### config.mk
export PLATFORM = sky130hd
export DESIGN_NAME = imem_responder_flat
export DESIGN_NICKNAME = d
export VERILOG_FILES = /design/src/rtl/imem_responder_if.sv /design/src/rtl/imem_responder.sv /design/src/flat_wrapper.sv
export SDC_FILE = /design/constraint.sdc
export NUM_CORES = 1
export LEC_CHECK = 0
export ABC_AREA = 1
export CAP_MARGIN = 25
export CORE_ASPECT_RATIO = 0.75
export CORE_MARGIN = 4
export CORE_UTILIZATION = 40
export CTS_CLUSTER_DIAMETER = 30
export DETAILED_ROUTE_END_ITERATION = 7
export DONT_BUFFER_PORTS = 1
export GPL_TIMING_DRIVEN = 0
export HOLD_SLACK_MARGIN = 0.03
export PLACE_DENSITY_LB_ADDON = 0.2
export SYNTH_ARGS = -nofsm -noshare
export SYNTH_HDL_FRONTEND = slang
export SYNTH_SLANG_ARGS = --single-unit
### constraint.sdc
create_clock -name clk -period 5.4 [get_ports clk]
set_input_delay 1.08 -clock clk [delete_from_list [all_inputs] [get_ports clk]]
set_output_delay 1.08 -clock clk [all_outputs]
set_load 0.01 [all_outputs]
### src/rtl/imem_responder_if.sv
// Instruction-fetch bus between the core (master) and imem_responder (slave).
// Carries the fetch handshake, the response and the fence.i line-buffer invalidate.
interface imem_responder_if;
  logic        imem_ready;
  logic [31:0] imem_addr;
  logic        inv;
  logic        imem_valid;
  logic        imem_rresp;
  logic [31:0] imem_rdata;

  modport master (
    output imem_ready, imem_addr, inv,
    input  imem_valid, imem_rresp, imem_rdata
  );

  modport slave (
    input  imem_ready, imem_addr, inv,
    output imem_valid, imem_rresp, imem_rdata
  );
endinterface

### src/rtl/imem_responder.sv
// Fetch responder over a 1-cycle synchronous SRAM; returns 32-bit windows at halfword granularity.
// Define IMEM_LINE_BUFFER_EN to let the one-word line buffer short-cut SRAM reads on a hit.
module imem_responder #(
  parameter logic [31:0] ADDR_BASE = 32'h0000_0000,
  parameter int unsigned DEPTH     = 4096,
  parameter int unsigned RAM_AW    = $clog2(DEPTH)
) (
  input  logic                  clk,
  input  logic                  reset,
  imem_responder_if.slave       imem,
  output logic                  ram_req,
  output logic [RAM_AW-1:0]     ram_addr,
  input  logic [31:0]           ram_rdata
);

  localparam logic [RAM_AW-1:0] AwOne = RAM_AW'(1);

  typedef enum logic [1:0] {StIdle, StRdLo, StRdHi, StResp} state_e;

  state_e             r_state, w_state_d;
  logic [RAM_AW-1:0]  r_n, w_n_d;
  logic               r_h, w_h_d;
  logic [31:0]        r_bdata, w_bdata_d;
  logic [31:0]        r_rdata, w_rdata_d;
  logic               r_rresp, w_rresp_d;

  logic [29:0]        w_n;
  logic               w_h;
  logic               w_err;
  logic               w_hit;

  // Modulo subtraction: addresses below ADDR_BASE wrap to a huge N and fall into the error case.
  assign w_n   = 30'((imem.imem_addr - ADDR_BASE) >> 2);
  assign w_h   = imem.imem_addr[1];
  assign w_err = imem.imem_addr[0]
              || ({2'b00, w_n} >= DEPTH)
              || (w_h && (({2'b00, w_n} + 32'd1) >= DEPTH));

`ifdef IMEM_LINE_BUFFER_EN
  logic              r_bvalid, w_bvalid_d;
  logic [RAM_AW-1:0] r_btag, w_btag_d;

  assign w_hit = r_bvalid && (r_btag == w_n[RAM_AW-1:0]) && !imem.inv;

  // inv wins over a same-cycle buffer write, so the buffer ends invalid.
  always_comb begin
    w_bvalid_d = r_bvalid;
    w_btag_d   = r_btag;
    if (r_state == StRdLo) begin
      w_bvalid_d = 1'b1;
      w_btag_d   = r_n;
    end else if (r_state == StRdHi) begin
      w_bvalid_d = 1'b1;
      w_btag_d   = r_n + AwOne;
    end
    if (imem.inv) w_bvalid_d = 1'b0;
  end

  always_ff @(posedge clk or posedge reset) begin
    if (reset) begin
      r_bvalid <= 1'b0;
      r_btag   <= '0;
    end else begin
      r_bvalid <= w_bvalid_d;
      r_btag   <= w_btag_d;
    end
  end
`else
  assign w_hit = 1'b0;
`endif

  // State register and datapath registers.
  always_ff @(posedge clk or posedge reset) begin
    if (reset) begin
      r_state <= StIdle;
      r_n     <= '0;
      r_h     <= 1'b0;
      r_bdata <= '0;
      r_rdata <= '0;
      r_rresp <= 1'b0;
    end else begin
      r_state <= w_state_d;
      r_n     <= w_n_d;
      r_h     <= w_h_d;
      r_bdata <= w_bdata_d;
      r_rdata <= w_rdata_d;
      r_rresp <= w_rresp_d;
    end
  end

  // Next-state and next-datapath logic.
  always_comb begin
    w_state_d = r_state;
    w_n_d     = r_n;
    w_h_d     = r_h;
    w_bdata_d = r_bdata;
    w_rdata_d = r_rdata;
    w_rresp_d = r_rresp;
    unique case (r_state)
      StIdle: begin
        if (imem.imem_ready) begin
          w_n_d = w_n[RAM_AW-1:0];
          w_h_d = w_h;
          if (w_err) begin
            w_state_d = StResp;
            w_rresp_d = 1'b0;
            w_rdata_d = '0;
          end else if (w_hit && !w_h) begin
            w_state_d = StResp;
            w_rresp_d = 1'b1;
            w_rdata_d = r_bdata;
          end else if (w_hit) begin
            w_state_d = StRdHi;
          end else begin
            w_state_d = StRdLo;
          end
        end
      end
      StRdLo: begin
        w_bdata_d = ram_rdata;
        if (r_h) begin
          w_state_d = StRdHi;
        end else begin
          w_state_d = StResp;
          w_rresp_d = 1'b1;
          w_rdata_d = ram_rdata;
        end
      end
      StRdHi: begin
        w_bdata_d = ram_rdata;
        w_rdata_d = {ram_rdata[15:0], r_bdata[31:16]};
        w_rresp_d = 1'b1;
        w_state_d = StResp;
      end
      StResp:  w_state_d = StIdle;
      default: w_state_d = StIdle;
    endcase
  end

  // Outputs: SRAM request is combinational in the issuing cycle, response comes from registers.
  always_comb begin
    ram_req  = 1'b0;
    ram_addr = '0;
    if (!reset) begin
      if (r_state == StIdle && imem.imem_ready && !w_err && !(w_hit && !w_h)) begin
        ram_req  = 1'b1;
        ram_addr = w_hit ? (w_n[RAM_AW-1:0] + AwOne) : w_n[RAM_AW-1:0];
      end else if (r_state == StRdLo && r_h) begin
        ram_req  = 1'b1;
        ram_addr = r_n + AwOne;
      end
    end
    imem.imem_valid = (r_state == StResp);
    imem.imem_rresp = r_rresp;
    imem.imem_rdata = r_rdata;
  end

endmodule

### src/flat_wrapper.sv
// flat-port wrapper written by rule: the top's interface ports become plain ports
module imem_responder_flat 
#(
  parameter logic [31:0] ADDR_BASE = 32'h0000_0000,
  parameter int unsigned DEPTH     = 4096,
  parameter int unsigned RAM_AW    = $clog2(DEPTH)
)
  (clk, reset, ram_req, ram_addr, ram_rdata, imem_imem_ready, imem_imem_addr, imem_inv, imem_imem_valid, imem_imem_rresp, imem_imem_rdata);
  imem_responder_if imem_i ();
  input  logic clk;
  input  logic reset;
  output logic ram_req;
  output logic [RAM_AW-1:0] ram_addr;
  input  logic [31:0] ram_rdata;
  input wire logic [$bits(imem_i.imem_ready)-1:0] imem_imem_ready;
  input wire logic [$bits(imem_i.imem_addr)-1:0] imem_imem_addr;
  input wire logic [$bits(imem_i.inv)-1:0] imem_inv;
  output wire logic [$bits(imem_i.imem_valid)-1:0] imem_imem_valid;
  output wire logic [$bits(imem_i.imem_rresp)-1:0] imem_imem_rresp;
  output wire logic [$bits(imem_i.imem_rdata)-1:0] imem_imem_rdata;
  assign imem_i.imem_ready = imem_imem_ready;
  assign imem_i.imem_addr = imem_imem_addr;
  assign imem_i.inv = imem_inv;
  assign imem_imem_valid = imem_i.imem_valid;
  assign imem_imem_rresp = imem_i.imem_rresp;
  assign imem_imem_rdata = imem_i.imem_rdata;
  imem_responder #(.ADDR_BASE(ADDR_BASE), .DEPTH(DEPTH), .RAM_AW(RAM_AW)) u_core (.clk(clk), .reset(reset), .imem(imem_i), .ram_req(ram_req), .ram_addr(ram_addr), .ram_rdata(ram_rdata));
endmodule
==> tab_implementation.tex, run 1 <==
\begin{tabular}{lr}
\hline
Metric & Value \\
\hline
\multicolumn{2}{l}{\textbf{STA}} \\
Worst setup slack after layout & 1.26 ns \\
Tmin final & 4.14 ns \\
Max-slew violations & 0 \\
Clock skew & 0.00649 ns \\
Final setup violation count & 0 \\
Period utilisation layout & 76.7\% \\
Setup repair after global routing missed its margin & no \\
Headroom to the max-slew limit & 45.8\% \\
Fmax & 241 MHz \\
Slew @ Worst Pin & 0.813 ns \\
Final number of hold-violating endpoints & 0 \\
\multicolumn{2}{l}{\textbf{Worst setup path}} \\
Crit path capture type & output pin \\
Data required time of the critical path & 4.32 ns \\
Path depth of the worst reg2reg path & 9 \\
Dominant delay contributor by cell family on the critical path & simple AND/OR/NAND/NOR gates \\
FF-to-FF Start & u\_core.r\_state[1] \\
Critical Path Source Type & input port \\
Worst setup path class & in2out \\
Arrival time worst endpoint & 3.06 ns \\
FF-to-FF End & u\_core.imem.imem\_rdata[4] \\
Maximum fanout encountered on the critical timing path & 10 \\
Worst R2R Setup Slack & 2.42 ns \\
Critical Path Slowest Stage Cell & sky130\_fd\_sc\_hd\_\_nor2\_1 \\
Maximum single-stage delay on the critical path & 0.23 ns \\
Total buffers and inverters traversed by the critical path & 1 \\
Cell with the most instances on the worst path & sky130\_fd\_sc\_hd\_\_nand2\_1 \\
Worst path cell trace & nand2\_1, nor2\_1, nand2\_1, nor2\_1, nand2\_1, nand2\_1, nand3\_1, nor2\_1, nand2\_1, nor2\_1, nand2\_1, nand2\_4, nand3\_2, buf\_6, nand2\_1, nand2\_1, nor2\_1 \\
\multicolumn{2}{l}{\textbf{Floorplan}} \\
Starting Density & 42.1\% \\
Number of standard-cell rows in the floorplan & 32 \\
Core Footprint & 0.0105 mm\^{}2 \\
Die width & 129 um \\
Io pins & 115 \\
Die Y-Extent & 99.1 um \\
Die area & 0.0128 mm\^{}2 \\
\multicolumn{2}{l}{\textbf{Synthesis}} \\
Dominant cells by area after synthesis & sky130\_fd\_sc\_hd\_\_dfrtp\_1 (36\%), sky130\_fd\_sc\_hd\_\_nand2\_1 (27\%), sky130\_fd\_sc\_hd\_\_nand3\_1 (6.7\%) \\
Register bit total from synthesis & 64 \\
Post-synthesis net count & 783 \\
Portion of the post-synthesis area used by sequential elements & 36.2\% \\
Prevailing post-synth register cell & sky130\_fd\_sc\_hd\_\_dfrtp\_1 \\
Gate Count Post-Synth & 710 \\
Post-synth EDFFs & 0 \\
Combined area of all synthesized cells & 0.00443 mm\^{}2 \\
Synth warn & 0 \\
Synth unique cells & 31 \\
FFs w/ async S/R, synth & 100\% \\
Cell type contributing the most total cell area after synthesis & sky130\_fd\_sc\_hd\_\_dfrtp\_1 \\
Synth Area per Inst & 6.24 um\^{}2 \\
Synth top area share & 36.2\% \\
\multicolumn{2}{l}{\textbf{CTS}} \\
Number of buffers inserted to repair setup after CTS & 0 \\
Number of buffers created by CTS & 9 \\
Buffers from clock root to sink, at most & 2 \\
Clock tree from TritonCTS & done \\
Sinks on the clock net & 64 \\
Root Driver & sky130\_fd\_sc\_hd\_\_clkbuf\_16 \\
CTS-repair resized insts & 0 \\
Clock slew at the register clock pins of the worst setup and hold paths & 0.05 ns \\
Later-pin clock latency in the skew report & 0.33 ns \\
Hold buffer count at CTS & 0 \\
Depth of the CTS H-tree & 3 \\
\multicolumn{2}{l}{\textbf{Power}} \\
Power density of the placed cells & 537 mW/mm\^{}2 \\
Highest ir drop seen on vdd & 0.000239 V \\
Total power draw & 2.65 mW \\
Lkg Pwr & 2.40 nW \\
\multicolumn{2}{l}{\textbf{Global route}} \\
Initial antenna violation count & 0 \\
Grt ovf & 0 \\
Vias in the first global route & 4401 \\
Global-route wire length before repair & 22500 um \\
Global routing usage summed across all routing layers & 22.0\% \\
Maximum number of pins on one net before global-route repair & 39 \\
\multicolumn{2}{l}{\textbf{Layout}} \\
Area growth, synth to finish & 11.6\% \\
Share of final-layout standard cells stronger than drive strength 1 & 5.51\% \\
Most common cell after layout, fill and taps aside & sky130\_fd\_sc\_hd\_\_nand2\_1 \\
Number of nets in the finished design & 795 \\
Commonest cells after routing, fill and taps aside & sky130\_fd\_sc\_hd\_\_nand2\_1 (314), sky130\_fd\_sc\_hd\_\_nor2\_1 (78), sky130\_fd\_sc\_hd\_\_dfrtp\_1 (64) \\
Diode count & 0 \\
\multicolumn{2}{l}{\textbf{Flow run}} \\
Max capacitance violation total & 0 \\
\multicolumn{2}{l}{\textbf{Placed design}} \\
Pre-CTS setup slack & 1.25 ns \\
Total half-perimeter wirelength after legalization and detailed placement & 10900 um \\
Global placement routability congestion & 0.895 \\
Count of buffers inserted at the top-level ports & 0 \\
\multicolumn{2}{l}{\textbf{Detailed routing}} \\
Wire length reported by the detailed router & 13900 um \\
Remaining antenna violation count & 0 \\
DR vias/cell & 5.32 \\
Average wire length per cell after detail routing & 16.2 um \\
First-iteration detailed-routing DRC count & 312 \\
DR DRC count & 0 \\
Routed vias & 4589 \\
First-pass DRT Iterations & 4 \\
\multicolumn{2}{l}{\textbf{Min path}} \\
Worst min-delay path class & reg2reg \\
Hold\_sp & u\_core.r\_bdata[25] \\
Instance count along the most critical hold path & 2 \\
Hold Path End & u\_core.r\_bdata[25] \\
\multicolumn{2}{l}{\textbf{Run status}} \\
Result of the run & finished clean \\
\hline
\end{tabular}
==> metrics by stage <==
stage                     util (%)  TNS (ns)  hold slack, ns  cell area (um^2)  cells
after CTS                     46.9         0           0.471              4940    862
after global placement        43.7     -2.29           0.454              4600    846
after detailed placement      43.9         0           0.458              4620    847
after global routing          46.9         0           0.495              4940    862
after floorplan                  -         0           0.442              4430    710
final                         46.9         0           0.471              4940    862
==> state kept, by name, summed over array words and instances (netlist names) <==
name / flops
u_core.r_bdata: 16
u_core.r_n: 12
u_core.r_state: 2
u_core.imem.imem_rdata: 32
u_core.imem.imem_rresp: 1
u_core.r_h: 1
==> worst max-delay path by stage <==
stage,startpoint,endpoint,slack [ns],cells past startpoint
final,imem_imem_addr[5],ram_addr[11],1.26,17
after global routing,imem_imem_addr[17],ram_addr[11],0.97,17
after CTS,imem_imem_addr[5],ram_addr[11],1.25,17
after detailed placement,imem_imem_addr[5],ram_addr[11],1.25,17
after global placement,reset,ram_addr[10],-0.42,4
after floorplan,reset,ram_addr[3],0.68,4
==> synth_stat cells, types with 2 or more instances <==
| cell | instances |
|---|---|
| sky130_fd_sc_hd__nand2_1 | 314 |
| sky130_fd_sc_hd__nor2_1 | 78 |
| sky130_fd_sc_hd__dfrtp_1 | 64 |
| sky130_fd_sc_hd__nand3_1 | 59 |
| sky130_fd_sc_hd__inv_1 | 51 |
| sky130_fd_sc_hd__a21oi_1 | 50 |
| sky130_fd_sc_hd__clkbuf_1 | 21 |
| sky130_fd_sc_hd__o21ai_0 | 14 |
| sky130_fd_sc_hd__nand4_1 | 9 |
| sky130_fd_sc_hd__ha_1 | 5 |
| sky130_fd_sc_hd__nand3b_1 | 5 |
| sky130_fd_sc_hd__nor2_2 | 5 |
| sky130_fd_sc_hd__buf_2 | 4 |
| sky130_fd_sc_hd__buf_6 | 4 |
| sky130_fd_sc_hd__nor4_1 | 4 |
| sky130_fd_sc_hd__nand2_2 | 3 |
| sky130_fd_sc_hd__o21bai_1 | 3 |
| sky130_fd_sc_hd__nand2_4 | 2 |
| sky130_fd_sc_hd__nor3_1 | 2 |
| sky130_fd_sc_hd__o211ai_1 | 2 |
==> cells by family after synthesis <==
| group | Yosys count | share of synthesized area, % |
|---|---|---|
| and+or+nand+nor | 487 | 46.1 |
| buffers and inverters | 83 | 7.83 |
| AOI/OAI and AO/OA | 69 | 8.08 |
| DFF | 64 | 36.2 |
| adders and majority gates | 5 | 1.41 |
| xor gates and xnor gates | 2 | 0.396 |
==> report_power, final <==
group	internal [mW]	switching, mW	total (mW)
Sequential	0.660	0.135	0.794
Combinational	0.371	0.863	1.23
Clock	0.426	0.200	0.625
==> final cells by class <==
cell class / instances / area (um^2)
fill: 1108 / 5590
multi-input combinational: 563 / 2480
sequential: 64 / 1600
clock buffer: 12 / 256
inverter: 53 / 199
tap: 136 / 170
buffer: 30 / 151
clock inverter: 3 / 65.1
timing repair buffer: 1 / 20.0
==> worst register-to-register path, cell delays in order (launching register included) <==
cell	delay (ns)
sky130_fd_sc_hd__dfrtp_1	0.39
sky130_fd_sc_hd__inv_1	0.10
sky130_fd_sc_hd__ha_1	0.19
sky130_fd_sc_hd__clkbuf_1	0.18
sky130_fd_sc_hd__nand2_1	0.27
sky130_fd_sc_hd__clkinv_1	0.35
sky130_fd_sc_hd__a21oi_1	0.74
sky130_fd_sc_hd__clkbuf_1	0.44
sky130_fd_sc_hd__nand3_1	0.16
sky130_fd_sc_hd__nand2_1	0.10
==> routing by layer <==
metal	vias to the layer above	part of all wire, %	wire length (um)	global-route usage (%)
met4	0	1.3	178	5.43
met5	-	0	0	0
li1	2265	-	-	-
met1	2136	48	6670	32.3
met3	13	9.4	1310	7.14
met2	175	41	5770	31.3
Note: power is estimated with default switching activity, not from simulation.
==> run 2, diff against run 1 <==
==> constraint.sdc (replaced) <==
create_clock -name clk -period 3.8 [get_ports clk]
set_input_delay 0.76 -clock clk [delete_from_list [all_inputs] [get_ports clk]]
set_output_delay 0.76 -clock clk [all_outputs]
set_load 0.01 [all_outputs]
==> run 2 against run 1 <==
Clock power grew 52%. Register-to-register slack lost 1.6 ns. Utilization is 0.21 points higher. Die area stayed put. Largest power group unchanged.
==> tab_implementation.tex, run 2 (same netlist as run 1, synthesis figures left out) <==
\begin{tabular}{lr}
\hline
Metric & Value \\
\hline
\multicolumn{2}{l}{\textbf{Global route}} \\
Layer carrying the most global-route usage & met1 \\
Global-route wire length before repair & 22600 um \\
Initial antenna violation count & 0 \\
Maximum number of pins on one net before global-route repair & 40 \\
Global-route track usage on met2 & 31.3\% \\
Grt ovf & 0 \\
Vias in the first global route & 4422 \\
Met1 Usage GRT & 32.6\% \\
Global routing usage summed across all routing layers & 22.2\% \\
GR Util met3 & 7.25\% \\
\multicolumn{2}{l}{\textbf{Worst setup path}} \\
Worst setup path class & in2out \\
Worst path cell trace & nand2\_1, nor2\_1, nand2\_1, nor2\_1, nand2\_1, nand2\_1, nand3\_1, nor2\_1, nand2\_1, nor2\_1, nand2\_1, nand2\_4, nand3\_2, buf\_6, nand2\_1, nand2\_1, nor2\_1 \\
Crit path capture type & output pin \\
Maximum single-stage delay on the critical path & 0.21 ns \\
Source of the critical timing path & imem\_imem\_addr[5] \\
Maximum fanout encountered on the critical timing path & 10 \\
Critical Path Source Type & input port \\
FF-to-FF Start & u\_core.r\_state[1] \\
Arrival time worst endpoint & 2.72 ns \\
Data required time of the critical path & 3.04 ns \\
Path depth of the worst reg2reg path & 9 \\
Cell with the most instances on the worst path & sky130\_fd\_sc\_hd\_\_nand2\_1 \\
Critical Path Slowest Stage Cell & sky130\_fd\_sc\_hd\_\_buf\_6 \\
\multicolumn{2}{l}{\textbf{Min path}} \\
Instance count along the most critical hold path & 2 \\
Worst min-delay path class & reg2reg \\
Hold\_sp & u\_core.r\_bdata[18] \\
\multicolumn{2}{l}{\textbf{Placed design}} \\
Total half-perimeter wirelength after legalization and detailed placement & 10900 um \\
Global placement routability congestion & 0.908 \\
Count of buffers inserted at the top-level ports & 0 \\
\multicolumn{2}{l}{\textbf{Detailed routing}} \\
Remaining antenna violation count & 0 \\
First-iteration detailed-routing DRC count & 362 \\
Routed vias & 4562 \\
DR DRC count & 0 \\
First-pass DRT Iterations & 5 \\
Average wire length per cell after detail routing & 16.1 um \\
DR vias/cell & 5.29 \\
Wire length reported by the detailed router & 13900 um \\
\multicolumn{2}{l}{\textbf{Layout}} \\
Share of final-layout standard cells stronger than drive strength 1 & 5.78\% \\
Most common cell after layout, fill and taps aside & sky130\_fd\_sc\_hd\_\_nand2\_1 \\
Diode count & 0 \\
Number of flip-flops in the largest register & 32 \\
Commonest cells after routing, fill and taps aside & sky130\_fd\_sc\_hd\_\_nand2\_1 (314), sky130\_fd\_sc\_hd\_\_nor2\_1 (78), sky130\_fd\_sc\_hd\_\_dfrtp\_1 (64) \\
Area growth, synth to finish & 12.2\% \\
Number of nets in the finished design & 795 \\
Utilization after layout & 47.2\% \\
\multicolumn{2}{l}{\textbf{Floorplan}} \\
Starting Density & 42.1\% \\
Io pins & 115 \\
Die area & 0.0128 mm\^{}2 \\
Die width & 129 um \\
Die Y-Extent & 99.1 um \\
Number of standard-cell rows in the floorplan & 32 \\
Core Footprint & 0.0105 mm\^{}2 \\
\multicolumn{2}{l}{\textbf{Power}} \\
Sw Share & 45.1\% \\
Highest ir drop seen on vdd & 0.000384 V \\
Proportion of power drawn by flip-flops and latches & 29.3\% \\
Share of total power in the clock network & 24.7\% \\
Power density of the placed cells & 772 mW/mm\^{}2 \\
Lkg Pwr & 2.41 nW \\
Logic gate share of total power & 45.9\% \\
Design internal power & 2.10 mW \\
Net switching power & 1.73 mW \\
\multicolumn{2}{l}{\textbf{STA}} \\
Final setup violation count & 0 \\
Setup\_tns & 0 ns \\
Slew @ Worst Pin & 0.797 ns \\
Headroom to the max-slew limit & 46.9\% \\
Tmin final & 3.48 ns \\
Setup repair after global routing missed its margin & no \\
Final number of hold-violating endpoints & 0 \\
Clock skew & 0.00496 ns \\
Max-slew violations & 0 \\
Fmax & 287 MHz \\
Period utilisation layout & 91.7\% \\
\multicolumn{2}{l}{\textbf{CTS}} \\
Clock slew at the register clock pins of the worst setup and hold paths & 0.05 ns \\
Number of buffers inserted to repair setup after CTS & 0 \\
Later-pin clock latency in the skew report & 0.33 ns \\
Clock tree from TritonCTS & done \\
Root Driver & sky130\_fd\_sc\_hd\_\_clkbuf\_16 \\
Hold buffer count at CTS & 0 \\
Number of buffers created by CTS & 9 \\
Sinks on the clock net & 64 \\
Buffers from clock root to sink, at most & 2 \\
CTS-repair resized insts & 0 \\
Depth of the CTS H-tree & 3 \\
\multicolumn{2}{l}{\textbf{Run status}} \\
Result of the run & finished clean \\
\multicolumn{2}{l}{\textbf{Flow run}} \\
Max capacitance violation total & 0 \\
\hline
\end{tabular}
==> run 2: changes by cell type in the layout (fill, tap and decap cells not counted) <==
cell and change:
sky130_fd_sc_hd__clkbuf_8 -2, sky130_fd_sc_hd__bufinv_16 +1, sky130_fd_sc_hd__inv_6 +1, sky130_fd_sc_hd__clkinvlp_4 +2, sky130_fd_sc_hd__clkbuf_1 -1
==> run 2: per-layer routing <==
metal  vias up  share of wire [%]
met2       169                 42
li1       2264                  -
met4         0                1.3
met1      2116                 48
met5         -                  0
met3        13                9.5
==> run 2: worst max-delay path: cells and delay by family <==
family	cells	cell delay [ns]
simple gates	16	1.73
buf+inv	1	0.21
==> run 2: layout make-up <==
class / instances / area (um^2)
buffer: 30 / 151
clock buffer: 9 / 225
clock inverter: 7 / 119
fill: 1100 / 5560
inverter: 53 / 199
multi-input combinational: 563 / 2480
sequential: 64 / 1600
tap: 136 / 170
timing repair buffer: 1 / 20.0
==> run 2: power groups by stage <==
stage,Combinational [mW],Sequential (mW),Clock (mW)
finish,1.76,1.13,0.949
global route,2.02,1.16,1.00
CTS,1.75,1.13,0.971
detailed placement,1.74,1.13,0
global placement,1.69,1.13,0
floorplan,1.31,1.09,0
==> run 2: worst paths after layout <==
| kind | slack (ns) | endpoint |
|---|---|---|
| worst max-delay path | 0.32 | ram_addr[11] |
| worst min-delay path | 0.47 | u_core.r_bdata[18] |
| worst max register to register | 0.85 | u_core.imem.imem_rdata[9] |
| worst min register to register | 0.47 | u_core.r_bdata[18] |
| max in group asynchronous | 2.69 | u_core.imem.imem_rdata[2] |
| min in group asynchronous | 0.55 | u_core.r_n[1] |
==> run 2: through the flow <==
stage	std cells	total power [mW]	hold WS [ns]	area, um^2	setup slack (ns)
2_1_floorplan	710	2.40	0.442	4430	0.688
3_3_place_gp	846	2.82	0.454	4600	0.274
3_5_place_dp	847	2.87	0.458	4620	0.313
4_1_cts	863	3.84	0.472	4970	0.306
5_1_grt	863	4.18	0.499	4970	0.0765
6_report	863	3.84	0.472	4970	0.317
